===== src/rtl/state_machine_pkg.sv =====
// Shared encodings for the multicycle control FSM: states, instruction
// classes, opcode/ext fields, ALU operation codes and mux select codes.
package state_machine_pkg;

   typedef enum logic [2:0] {
      FETCH  = 3'd0,
      DECODE = 3'd1,
      EXEC   = 3'd2,
      WB     = 3'd3,
      MEM_RD = 3'd4,
      LD_WB  = 3'd5,
      MEM_WR = 3'd6
   } stateType;

   typedef enum logic [2:0] {
      CLASS_NOP     = 3'd0,
      CLASS_ALU_REG = 3'd1,
      CLASS_ALU_IMM = 3'd2,
      CLASS_SHIFT   = 3'd3,
      CLASS_LOAD    = 3'd4,
      CLASS_STORE   = 3'd5
   } instrClassType;

   // Opcode field [15:12]. Opcode 0010 is shared by the memory ops and ORI.
   localparam logic [3:0] OP_REG   = 4'b0000;
   localparam logic [3:0] OP_ANDI  = 4'b0001;
   localparam logic [3:0] OP_MEM   = 4'b0010;
   localparam logic [3:0] OP_XORI  = 4'b0011;
   localparam logic [3:0] OP_ADDI  = 4'b0101;
   localparam logic [3:0] OP_SHIFT = 4'b1000;
   localparam logic [3:0] OP_SUBI  = 4'b1001;
   localparam logic [3:0] OP_CMPI  = 4'b1011;
   localparam logic [3:0] OP_MOVI  = 4'b1101;

   // Ext field [7:4] for register ALU ops, shifts and memory ops.
   localparam logic [3:0] EXT_AND      = 4'b0001;
   localparam logic [3:0] EXT_OR       = 4'b0010;
   localparam logic [3:0] EXT_XOR      = 4'b0011;
   localparam logic [3:0] EXT_ADD      = 4'b0101;
   localparam logic [3:0] EXT_SUB      = 4'b1001;
   localparam logic [3:0] EXT_CMP      = 4'b1011;
   localparam logic [3:0] EXT_MOV      = 4'b1101;
   localparam logic [3:0] EXT_LSH      = 4'b0100;
   localparam logic [3:0] EXT_LSHI     = 4'b0000;
   localparam logic [3:0] EXT_LSHI_ALT = 4'b0001;
   localparam logic [3:0] EXT_LOAD     = 4'b0000;
   localparam logic [3:0] EXT_STORE    = 4'b0100;

   // ALU operation codes driven on aluControl.
   localparam logic [3:0] ALU_ADD = 4'b0000;
   localparam logic [3:0] ALU_SUB = 4'b0001;
   localparam logic [3:0] ALU_AND = 4'b0010;
   localparam logic [3:0] ALU_OR  = 4'b0011;
   localparam logic [3:0] ALU_XOR = 4'b0100;
   localparam logic [3:0] ALU_CMP = 4'b0101;
   localparam logic [3:0] ALU_MOV = 4'b0110;
   localparam logic [3:0] ALU_LSH = 4'b0111;

   // Two-bit enables: only 01 means "on".
   localparam logic [1:0] EN_OFF = 2'b00;
   localparam logic [1:0] EN_ON  = 2'b01;

   // Mux select codes.
   localparam logic [1:0] ADDR_PC   = 2'b00;
   localparam logic [1:0] ADDR_SRC  = 2'b01;
   localparam logic [1:0] WB_RESULT = 2'b00;
   localparam logic [1:0] WB_MEM    = 2'b01;
   localparam logic [1:0] RES_ALU   = 2'b00;
   localparam logic [1:0] RES_SHIFT = 2'b01;
   localparam logic [1:0] B_SRC     = 2'b00;
   localparam logic [1:0] B_IMM     = 2'b01;

   // Turns a condition into a two-bit enable code.
   function automatic logic [1:0] enIf(input logic cond);
      return cond ? EN_ON : EN_OFF;
   endfunction

endpackage


===== src/rtl/state_machine_decode.sv =====
// Combinational instruction decoder: classifies the instruction register and
// derives the ALU operation plus immediate, sign-extend and shift flags.
module instr_decode
   import state_machine_pkg::*;
(
   input  logic [15:0]   ir,
   output instrClassType instrClass,
   output logic [3:0]    aluOp,
   output logic          immFlag,
   output logic          signFlag,
   output logic          shiftFlag
);

   logic [3:0] opcode;
   logic [3:0] ext;
   logic       unusedRegFields;

   assign opcode          = ir[15:12];
   assign ext             = ir[7:4];
   assign unusedRegFields = ^{ir[11:8], ir[3:0]};

   // Decode opcode/ext into a class; anything unrecognised falls to NOP.
   // On opcode 0010 the memory ext codes win, every other ext is ORI.
   always_comb begin
      instrClass = CLASS_NOP;
      aluOp      = ALU_ADD;
      immFlag    = 1'b0;
      signFlag   = 1'b0;
      shiftFlag  = 1'b0;
      case (opcode)
         OP_REG: begin
            instrClass = CLASS_ALU_REG;
            case (ext)
               EXT_ADD: aluOp = ALU_ADD;
               EXT_SUB: aluOp = ALU_SUB;
               EXT_AND: aluOp = ALU_AND;
               EXT_OR:  aluOp = ALU_OR;
               EXT_XOR: aluOp = ALU_XOR;
               EXT_CMP: aluOp = ALU_CMP;
               EXT_MOV: aluOp = ALU_MOV;
               default: instrClass = CLASS_NOP;
            endcase
         end
         OP_MEM: begin
            if (ext == EXT_LOAD) begin
               instrClass = CLASS_LOAD;
            end else if (ext == EXT_STORE) begin
               instrClass = CLASS_STORE;
            end else begin
               instrClass = CLASS_ALU_IMM;
               aluOp      = ALU_OR;
               immFlag    = 1'b1;
            end
         end
         OP_ADDI: begin
            instrClass = CLASS_ALU_IMM;
            aluOp      = ALU_ADD;
            immFlag    = 1'b1;
            signFlag   = 1'b1;
         end
         OP_SUBI: begin
            instrClass = CLASS_ALU_IMM;
            aluOp      = ALU_SUB;
            immFlag    = 1'b1;
            signFlag   = 1'b1;
         end
         OP_ANDI: begin
            instrClass = CLASS_ALU_IMM;
            aluOp      = ALU_AND;
            immFlag    = 1'b1;
         end
         OP_XORI: begin
            instrClass = CLASS_ALU_IMM;
            aluOp      = ALU_XOR;
            immFlag    = 1'b1;
         end
         OP_CMPI: begin
            instrClass = CLASS_ALU_IMM;
            aluOp      = ALU_CMP;
            immFlag    = 1'b1;
            signFlag   = 1'b1;
         end
         OP_MOVI: begin
            instrClass = CLASS_ALU_IMM;
            aluOp      = ALU_MOV;
            immFlag    = 1'b1;
            signFlag   = 1'b1;
         end
         OP_SHIFT: begin
            if (ext == EXT_LSH) begin
               instrClass = CLASS_SHIFT;
               aluOp      = ALU_LSH;
               shiftFlag  = 1'b1;
            end else if (ext == EXT_LSHI || ext == EXT_LSHI_ALT) begin
               instrClass = CLASS_SHIFT;
               aluOp      = ALU_LSH;
               shiftFlag  = 1'b1;
               immFlag    = 1'b1;
               signFlag   = 1'b1;
            end
         end
         default: instrClass = CLASS_NOP;
      endcase
   end

endmodule


===== src/rtl/state_machine.sv =====
// Multicycle control FSM for the 16-bit datapath. Outputs are registered:
// each edge loads them from the Moore decode of the state and IR being
// entered, so they always equal the decode of the current state and IR.
// After reset releases, the first edge arms the FSM and opens FETCH.
module state_machine
   import state_machine_pkg::*;
(
   input  logic        clk,
   input  logic        reset,
   input  logic [15:0] instruction,
   output logic [3:0]  aluControl,
   output logic [1:0]  pcRegEn,
   output logic [1:0]  srcRegEn,
   output logic [1:0]  dstRegEn,
   output logic [1:0]  immRegEn,
   output logic [1:0]  resultRegEn,
   output logic [1:0]  signEn,
   output logic [1:0]  regFileEn,
   output logic [1:0]  pcRegMuxEn,
   output logic [1:0]  mux4En,
   output logic [1:0]  shiftALUMuxEn,
   output logic [1:0]  regImmMuxEn,
   output logic        memread,
   output logic        memwrite,
   output logic        writedata
);

   stateType      state;
   stateType      nextState;
   logic          started;
   logic [15:0]   ir;
   logic [15:0]   nextIr;
   instrClassType decClass;
   logic [3:0]    decAlu;
   logic          decImm;
   logic          decSign;
   logic          decShift;

   logic [3:0]    nAlu;
   logic [1:0]    nPc, nSrc, nDst, nImm, nRes, nSign, nRf, nPcMux, nMux4, nShMux, nRiMux;
   logic          nMemread, nMemwrite, nWritedata;

   // IR only captures the bus on the edge that leaves an armed FETCH.
   assign nextIr = (started && state == FETCH) ? instruction : ir;

   instr_decode decoder (
      .ir         (nextIr),
      .instrClass (decClass),
      .aluOp      (decAlu),
      .immFlag    (decImm),
      .signFlag   (decSign),
      .shiftFlag  (decShift)
   );

   // Sequencing between states; DECODE branches on instruction class and
   // compares skip write-back.
   always_comb begin
      nextState = FETCH;
      if (started) begin
         case (state)
            FETCH:  nextState = DECODE;
            DECODE: begin
               case (decClass)
                  CLASS_ALU_REG,
                  CLASS_ALU_IMM,
                  CLASS_SHIFT:  nextState = EXEC;
                  CLASS_LOAD:   nextState = MEM_RD;
                  CLASS_STORE:  nextState = MEM_WR;
                  default:      nextState = FETCH;
               endcase
            end
            EXEC:   nextState = (decAlu == ALU_CMP) ? FETCH : WB;
            WB:     nextState = FETCH;
            MEM_RD: nextState = LD_WB;
            LD_WB:  nextState = FETCH;
            MEM_WR: nextState = FETCH;
            default: nextState = FETCH;
         endcase
      end
   end

   // Moore output decode of the state being entered; anything not named
   // for that state stays zero.
   always_comb begin
      nAlu       = ALU_ADD;
      nPc        = EN_OFF;
      nSrc       = EN_OFF;
      nDst       = EN_OFF;
      nImm       = EN_OFF;
      nRes       = EN_OFF;
      nSign      = EN_OFF;
      nRf        = EN_OFF;
      nPcMux     = ADDR_PC;
      nMux4      = WB_RESULT;
      nShMux     = RES_ALU;
      nRiMux     = B_SRC;
      nMemread   = 1'b0;
      nMemwrite  = 1'b0;
      nWritedata = 1'b0;
      case (nextState)
         FETCH: begin
            nMemread = 1'b1;
            nPcMux   = ADDR_PC;
            nPc      = EN_ON;
         end
         DECODE: begin
            nSrc  = EN_ON;
            nDst  = EN_ON;
            nImm  = EN_ON;
            nSign = enIf(decSign);
         end
         EXEC: begin
            nAlu   = decAlu;
            nRiMux = decImm ? B_IMM : B_SRC;
            nShMux = decShift ? RES_SHIFT : RES_ALU;
            nRes   = enIf(decAlu != ALU_CMP);
         end
         WB: begin
            nRf   = EN_ON;
            nMux4 = WB_RESULT;
         end
         MEM_RD: begin
            nMemread = 1'b1;
            nPcMux   = ADDR_SRC;
         end
         LD_WB: begin
            nRf   = EN_ON;
            nMux4 = WB_MEM;
         end
         MEM_WR: begin
            nMemwrite  = 1'b1;
            nWritedata = 1'b1;
            nPcMux     = ADDR_SRC;
         end
         default: begin
            nMemread = 1'b0;
         end
      endcase
   end

   // State, IR and registered outputs; reset aborts everything at once.
   always_ff @(posedge clk or posedge reset) begin
      if (reset) begin
         state         <= FETCH;
         started       <= 1'b0;
         ir            <= '0;
         aluControl    <= '0;
         pcRegEn       <= '0;
         srcRegEn      <= '0;
         dstRegEn      <= '0;
         immRegEn      <= '0;
         resultRegEn   <= '0;
         signEn        <= '0;
         regFileEn     <= '0;
         pcRegMuxEn    <= '0;
         mux4En        <= '0;
         shiftALUMuxEn <= '0;
         regImmMuxEn   <= '0;
         memread       <= 1'b0;
         memwrite      <= 1'b0;
         writedata     <= 1'b0;
      end else begin
         state         <= nextState;
         started       <= 1'b1;
         ir            <= nextIr;
         aluControl    <= nAlu;
         pcRegEn       <= nPc;
         srcRegEn      <= nSrc;
         dstRegEn      <= nDst;
         immRegEn      <= nImm;
         resultRegEn   <= nRes;
         signEn        <= nSign;
         regFileEn     <= nRf;
         pcRegMuxEn    <= nPcMux;
         mux4En        <= nMux4;
         shiftALUMuxEn <= nShMux;
         regImmMuxEn   <= nRiMux;
         memread       <= nMemread;
         memwrite      <= nMemwrite;
         writedata     <= nWritedata;
      end
   end

endmodule


===== config.mk =====
export PLATFORM = sky130hd
export DESIGN_NAME = state_machine
export DESIGN_NICKNAME = d
export VERILOG_FILES = /design/src/rtl/state_machine_pkg.sv /design/src/rtl/state_machine_decode.sv /design/src/rtl/state_machine.sv
export SDC_FILE = /design/constraint.sdc
export NUM_CORES = 1
export LEC_CHECK = 0
export ABC_AREA = 1
export CAP_MARGIN = 20
export CORE_ASPECT_RATIO = 0.9
export CORE_MARGIN = 3
export CORE_UTILIZATION = 50
export DETAILED_ROUTE_END_ITERATION = 6
export PLACE_DENSITY_LB_ADDON = 0.2
export SLEW_MARGIN = 5
export SYNTH_ARGS = -nofsm -noshare
export SYNTH_HDL_FRONTEND = slang
export SYNTH_SLANG_ARGS = --single-unit

===== constraint.sdc =====
create_clock -name clk -period 4.05 [get_ports clk]
set_input_delay 0.81 -clock clk [delete_from_list [all_inputs] [get_ports clk]]
set_output_delay 0.81 -clock clk [all_outputs]
set_load 0.02 [all_outputs]

==> run summary <==
actual slew at the worst max-slew pin - 0.9651 ns
met1 Use GR - 19.63%
top cells by area, synth - dfrtp_1 (42%), nand2_1 (9.5%), buf_4 (7.3%)
nets@finish - 241
Num Clock Sinks - 26
Iter 0 DRT Violations - 42
worst hold path type - reg2reg
Tmin final - 2.469 ns
# resized after CTS - 0
core area - 0.002860 mm2
Mapped Cells - 197
final antenna-violating net count - 0
worst path cell trace - clkdlybuf4s50_1 > nand3b_1 > nand2_2 > nand2_2 > nor2_2 > nand2_1 > nand2_1 > nor2_1 > nand2_1 > nand3_2 > nand2_4 > nand2_2 > nand2_1 > nand2_1 > nor2_1
setup repair bufs after CTS - 0
Worst Path Required - 4.31 ns
top-area cell type share of the netlist area - 42.00%
status - complete, no violations
CTS tree - built
TritonRoute pass-1 iters - 4
Syn-to-layout area delta - 18.09%
GR Layer Usage met2 - 29.26%
RSZ-0062 raised after global routing - false
clock transition at the registers of the reported paths - 0.14 ns
post-synthesis sequential area ratio - 42.00%
Worst setup SP type - input port
Power Density - 549.3 mW/mm2
layout cells sized above 1 - 17.57%
Ports - 47
Hold Vio Cnt, Final - 0
Worst Setup End Kind - flip-flop
wire per inst - 10.86 um
site row count - 18
Max-Cap Viols - 0
Skew-Pair Late Insertion Delay - 0.32 ns
Final period util - 60.95%
met3 usage - 2.290%
fin cells - 262
Fillers - 257
clk_skew - 0.004467 ns
Yosys cell types - 26
VDD IR max - 241.7 uV
most numerous cell in the Yosys netlist - nand2_1
ys flop type - dfrtp_1
remaining global-route overflow - 0
Min Hold Slack - 0.5533 ns
final wirelength - 2845 um
Die W - 64.67 um
Root Buffer - clkbuf_4
CP dominant cell by count - nand2_1
total negative setup slack - 0 ns
Final Wtd Congestion - 0.8622
first-pass GRT wire length - 4781 um
worst-path fanout max - 5
Clock Path Buffers - 2
pin count of the biggest net entering global routing - 27
# setup viols final - 0
Initial Utilization - 54.16%
Overall Global Routing Usage - 16.05%
critical path class - in2reg
asr flop ratio synth - 100.0%
DRC viols - 0
Antenna diodes - 0
Commonest cells post-synth - nand2_1 (39), inv_1 (29), dfrtp_1 (26)
grt peak-use layer - met2
initial antenna violation count - 0
Post-synth EDFFs - 0
chip height - 58.81 um
leading area contributor after synthesis - dfrtp_1
Worst Path Arrival - 2.73 ns
via count - 1252
via density per instance - 4.779
slowest CP cell - clkdlybuf4s50_1
die area - 0.003803 mm2
DP HPWL - 2266 um
placed cell count - 258
Max Slew Vio Count - 0
synthesized flop and latch total - 26
CTS Buf Count - 3
H-tree depth - 1
Ys Warns - 0
Syn Area/Cell - 7.863 um2
Achievable Freq - 405.1 MHz
Post-Syn Area - 0.001549 mm2
Slew headroom - 35.59%
vias in the first global route - 1176
CTS Hold Bufs - 0
Leak - 0.9443 nW
IO Port Bufs - 26
Max stage delay on crit path - 0.39 ns
## routing by layer
metal	up-vias	routed length (um)	share of wire, %
met2	46	1389	49
li1	621	-	-
met3	6	177	6.2
met5	-	0	0
met4	0	36	1.3
met1	579	1242	44
## power breakdown
group	internal, mW	switching [mW]	total (mW)
clock network	0.100	0.0747	0.175
logic	0.159	0.333	0.493
registers	0.313	0.0237	0.337
## logic make-up (layout without fill, tap and decap cells)
family	Yosys count	count (layout)	synth area share [%]
and+or+nand+nor	104	104	35.94
other	2	13	0.4848
AOI/OAI and AO/OA	12	12	4.604
buffers and inverters	53	67	16.96
DFF	26	26	42.00
## final timing paths
kind | slack [ns] | cells after the start | from | to
min in group asynchronous | 1.00 | 2 | reset | shiftALUMuxEn[0]
hold / removal | 0.55 | 2 | ir[15] | ir[15]
hold reg to reg | 0.55 | 2 | ir[15] | ir[15]
max in group asynchronous | 2.47 | 2 | reset | state[1]
setup / recovery | 1.58 | 15 | instruction[12] | pcRegEn[0]
setup reg to reg | 1.67 | 17 | state[2] | pcRegEn[0]
## cell type report
type                    instances  area (um2)  share of cell area (%)
clock buffers                   3       22.52                   1.231
inverters                      37       138.9                   7.592
well taps                      40       50.05                   2.736
flip-flops and latches         26       650.6                   35.57
repair buffers                 26       260.3                   14.23
multi-input cells             129       676.9                   37.00
clock inverters                 1       30.03                   1.642
## stage by stage
step	power [mW]	setup WS [ns]	instance area [um2]	utilization (%)
after global routing	1.084	1.469	1829	63.95
final	1.005	1.581	1829	63.95
after CTS	1.007	1.616	1829	63.95
after global placement	0.8130	1.379	1777	62.12
after detailed placement	0.8329	1.293	1777	62.12
after floorplan	0.7309	1.958	1590	-
## layout by cell type, fill, tap and decap left out, types with 3 or more instances in the layout
| cell type | n |
|---|---|
| nand2_1 | 39 |
| nand2_2 | 13 |
| nor3_1 | 7 |
| inv_2 | 8 |
| clkbuf_4 | 3 |
| nor2_1 | 15 |
| nand3b_1 | 4 |
| clkdlybuf4s50_1 | 26 |
| nor2_2 | 4 |
| a21oi_1 | 7 |
| dfrtp_1 | 26 |
| nand3_1 | 11 |
| nor3_2 | 3 |
| inv_1 | 29 |
| conb_1 | 13 |
## state kept, by name, summed over array words and instances (netlist names)
name,flops
aluControl,3
pcRegMuxEn,1
mux4En,1
regImmMuxEn,1
state,3
started,1
ir,8
shiftALUMuxEn,1
pcRegEn,1
memread,1
signEn,1
immRegEn,1
resultRegEn,1
writedata,1
regFileEn,1
## critical path: cells and delay by family
kind / cells / cell delay (ns)
buffers and inverters: 1 / 0.39
and+or+nand+nor: 14 / 1.52
No activity file was read; power rests on OpenSTA's default activity.
==> edit 1 (same settings) <==
Encoding of `stateType`: now one-hot (7 bits for 7 states).
--- a/src/rtl/state_machine_pkg.sv
+++ b/src/rtl/state_machine_pkg.sv
@@ -2,14 +2,14 @@
 // classes, opcode/ext fields, ALU operation codes and mux select codes.
 package state_machine_pkg;
 
-   typedef enum logic [2:0] {
-      FETCH  = 3'd0,
-      DECODE = 3'd1,
-      EXEC   = 3'd2,
-      WB     = 3'd3,
-      MEM_RD = 3'd4,
-      LD_WB  = 3'd5,
-      MEM_WR = 3'd6
+   typedef enum logic [6:0] {
+      FETCH  = 7'b0000001,
+      DECODE = 7'b0000010,
+      EXEC   = 7'b0000100,
+      WB     = 7'b0001000,
+      MEM_RD = 7'b0010000,
+      LD_WB  = 7'b0100000,
+      MEM_WR = 7'b1000000
    } stateType;
 
    typedef enum logic [2:0] {
Function: no difference found for any inputs over 10 cycles, from zero or initial values and one cycle with reset high; not proved beyond that.
==> edit 1 against the original RTL <==
Final cell count up 10%; synthesized area up 13%; worst setup slack worse by 10 ps; die area up 12%; register-to-register slack worse by 99 ps; first-iteration DRC count up 76%; wire length up 7.1%; cell area up 14%; sequential cell count up 4; power up 26%; largest cell class unchanged.
==> edit 1: results (changes against the original RTL) <==
* Placed Cells at 281 (+8.9%)
* Post-synth cell types at 29 (+12%)
* Largest regs: ir: 8 flops, state: 7 flops, aluControl: 3 flops
* CP max-delay cell: nor3_4
* CLK BUF at 6 (+3)
* Latest clock arrival within the worst-skew pair at 280 ps (-40 ps)
* First-pass GRT wire length at 5170 um (+8.1%)
* Top post-synthesis cells by count: nand2_1 (54), dfrtp_1 (29), inv_1 (28), nor2_1 (22), buf_4 (15)
* Seq/Total Area, Yosys at 43.0% (+1.0 points)
* Initial drt markers at 74 (+76%)
* Tot GR Track Use at 16.9% (+0.82 points)
* P_sw at 0.568 mW (+32%)
* Area after DPL at 2010 sq um (+13%)
* Clock skew at 5.33 ps (+0.865 ps)
* Worst EP arrival at 2630 ps (-100 ps)
* Seq_cells at 30 (+15%)
* Synth Instances at 217 (+10%)
* Share of layout cells above drive strength 1 at 18.2% (+0.65 points)
* Leakage at 1.08 nW (+15%)
* GR Layer Usage met2 at 23.1% (-6.2 points)
* M1 wire length at 1530 um (+24%)
* Reg2Reg Depth at 10 (-7)
* Final instance area at 2090 sq um (+14%)
* Drt via density at 4.63 (-3.2%)
* Root Driver: clkbuf_8
* Max VDD drop at 0.000421 V (+74%)
* Inverters at 31 (-16%)
* CP peak stage delay at 440 ps (+50 ps)
* CTS H-tree depth at 2 (+1)
* Final wirelength at 3050 um (+7.1%)
* Status: finished clean
* Met2 wire length at 1260 um (-9.6%)
* Via count at 1337 (+6.8%)
* Critical Path Fanout Max at 22 (+17)
* Fill cells at 292 (+14%)
* Net count, final at 264 (+9.5%)
* DR WL met3 at 198 um (+12%)
* Met1 Use GR at 24.4% (+4.8 points)
-- edit 1: cell count changes after synthesis, moves of 5 or more --
cell / unedited run / this run
a21oi_1: 7 / 2
inv_2: 8 / 2
nand2_1: 39 / 54
nor2_1: 15 / 22
nor2_4: 1 / 6
-- edit 1: worst paths after layout --
path                                  endpoint  slack (ps)               start
max                          memread$_DFF_PP0_        1570  state[4]$_DFF_PP0_
min                           ir[13]$_DFF_PP0_         510    ir[13]$_DFF_PP0_
max reg2reg                  memread$_DFF_PP0_        1570  state[4]$_DFF_PP0_
min reg2reg                   ir[13]$_DFF_PP0_         510    ir[13]$_DFF_PP0_
max in group asynchronous   state[0]$_DFF_PP1_        2580               reset
min in group asynchronous  writedata$_DFF_PP0_         830               reset
-- edit 1: cell families (layout without fill, tap and decap cells) --
family,Yosys count,in the layout,synth area share [%]
and+or+nand+nor,124,124,36.5
buffers and inverters,48,67,14.1
DFF,30,30,43.0
AOI/OAI and AO/OA,13,13,5.94
other,2,13,0.430
==> edit 2 (same settings) <==
Without the edit above. Make the reset (`reset`) synchronous in one clocked block.
--- a/src/rtl/state_machine.sv
+++ b/src/rtl/state_machine.sv
@@ -139,7 +139,7 @@
    end
 
    // State, IR and registered outputs; reset aborts everything at once.
-   always_ff @(posedge clk or posedge reset) begin
+   always_ff @(posedge clk) begin
       if (reset) begin
          state         <= FETCH;
          started       <= 1'b0;
Check against the original RTL: differs if reset is asserted again (counterexample within 4 cycles, from zero or initial values and one cycle with reset high); with reset held inactive, the same outputs for 10 cycles.
==> edit 2 against the original RTL <==
First-iteration DRC count rose by 43%; wire length is 0.56% lower; synthesized area is 1.5% higher; worst setup slack lost 370 ps; sequential cell count stayed put; cell area down 0.41%.
Power is not compared: it rests on default switching activity, and its combinational part moved more than twofold at a synthesized area within 25%.
==> edit 2: results (changes against the original RTL) <==
* Net count, final at 247 (+2.5%)
* Synth Area in Compound Gates at 3.10% (-1.5 points)
* Worst reg2reg path startpoint: state[0]$_SDFF_PP0_
* Post-CTS setup buffers at 0 (unchanged)
* Hold Path Cell Cnt at 4 (+2)
* Top post-synthesis cells by count: nand2_1 (33), dfxtp_1 (26), nor2_1 (24), inv_1 (19)
* Slew headroom at 61.2% (+26 points)
* Final wirelength at 2830 um (-0.56%)
* Post-synth cell types at 30 (+15%)
* Synth Flop Type: dfxtp_1
* First-pass GRT wire length at 4720 um (-1.3%)
* Hold EP: ir[15]$_SDFF_PP0_
* Tot GR Track Use at 15.5% (-0.53 points)
* Root Driver: clkbuf_4
* Critical Path Fanout Max at 13 (+8)
* Hold path startpoint: ir[15]$_SDFF_PP0_
* Share of layout cells above drive strength 1 at 25.0% (+7.4 points)
* Post-synthesis mux area share at 0% (unchanged)
* Num CTS Buffers at 3 (unchanged)
* Hpwl dp at 2300 um (+1.4%)
* P_sw at 0.198 mW
* Synth Instances at 207 (+5.1%)
* Worst Hold Class: flip-flop to flip-flop
* Async SR Flop Fraction at 0% (-100 points)
* Port bufs at 26 (unchanged)
* Via count at 1286 (+2.7%)
* Seq/Total Area, Yosys at 33.1% (-8.9 points)
* DR pass1 iterations at 4 (unchanged)
* Top cells by area, synth: dfxtp_1 (33%), nand2_1 (7.9%), buf_4 (7.2%)
* Initial drt markers at 60 (+43%)
* Crit path to: regFileEn[0]$_SDFF_PP0_
* Placed Cells at 264 (+2.3%)
* Adder and majority gate portion of the synthesized area at 0% (unchanged)
* Largest regs: ir: 8 flops, aluControl: 3 flops, state: 3 flops
* Largest net degree at the start of global routing at 16 (-41%)
* Vias in the first global route at 1090 (-7.3%)
* Clock transition at path regs at 140 ps (about the same)
* CP top delay family: simple AND/OR/NAND/NOR gates
* Cell Count, Final, Fillers Out at 268 (+2.3%)
* Synthesis Warnings at 0 (unchanged)
* Switching share of power at 31.7%
* Leakage at 0.829 nW
* CP max-delay cell: nor2_2
* Reg2Reg Depth at 15 (-2)
* Worst EP arrival at 3130 ps (+400 ps)
* Clock skew at 5.80 ps (+1.33 ps)
* Sequential cell fraction of total power at 43.7%
* R2R Setup Slk at 1210 ps (-460 ps)
* Crit start category: flip-flop
* CP peak stage delay at 480 ps (+90 ps)
* Latest clock arrival within the worst-skew pair at 330 ps
* Routability cong. at 0.929 (+7.7%)
* Status: finished clean
[edit 2: layout make-up]
class / count / area [sq um]
fillers: 272 / 1060
clock buffers: 3 / 22.5
inverters: 24 / 90.1
well taps: 40 / 50.0
flip-flops and latches: 26 / 520
repair buffers: 26 / 260
clock inverters: 1 / 30.0
multi-input cells: 148 / 848
[edit 2: cell families after synthesis]
family,after synthesis
flip-flops,26
other,1
AO/OA/AOI/OAI,7
AND/OR/NAND/NOR,129
buffers and inverters,44
[edit 2: metrics by stage]
step	utilization (%)	setup slack, ps	hold WS [ps]	area, sq um
floorplan	-	1880	529	1610
global placement	61.4	1200	555	1770
detailed placement	61.4	1140	562	1770
CTS	63.2	1210	584	1820
global route	63.2	886	607	1820
finish	63.2	1210	580	1820
[edit 2: metal layers]
layer | up-vias | global-route usage (%) | share of wire (%)
met4 | 0 | 2.37 | 0.49
met2 | 33 | 26.1 | 50
met3 | 4 | 4.55 | 5.3
met1 | 588 | 20.4 | 44
met5 | - | 0 | 0
li1 | 661 | - | -
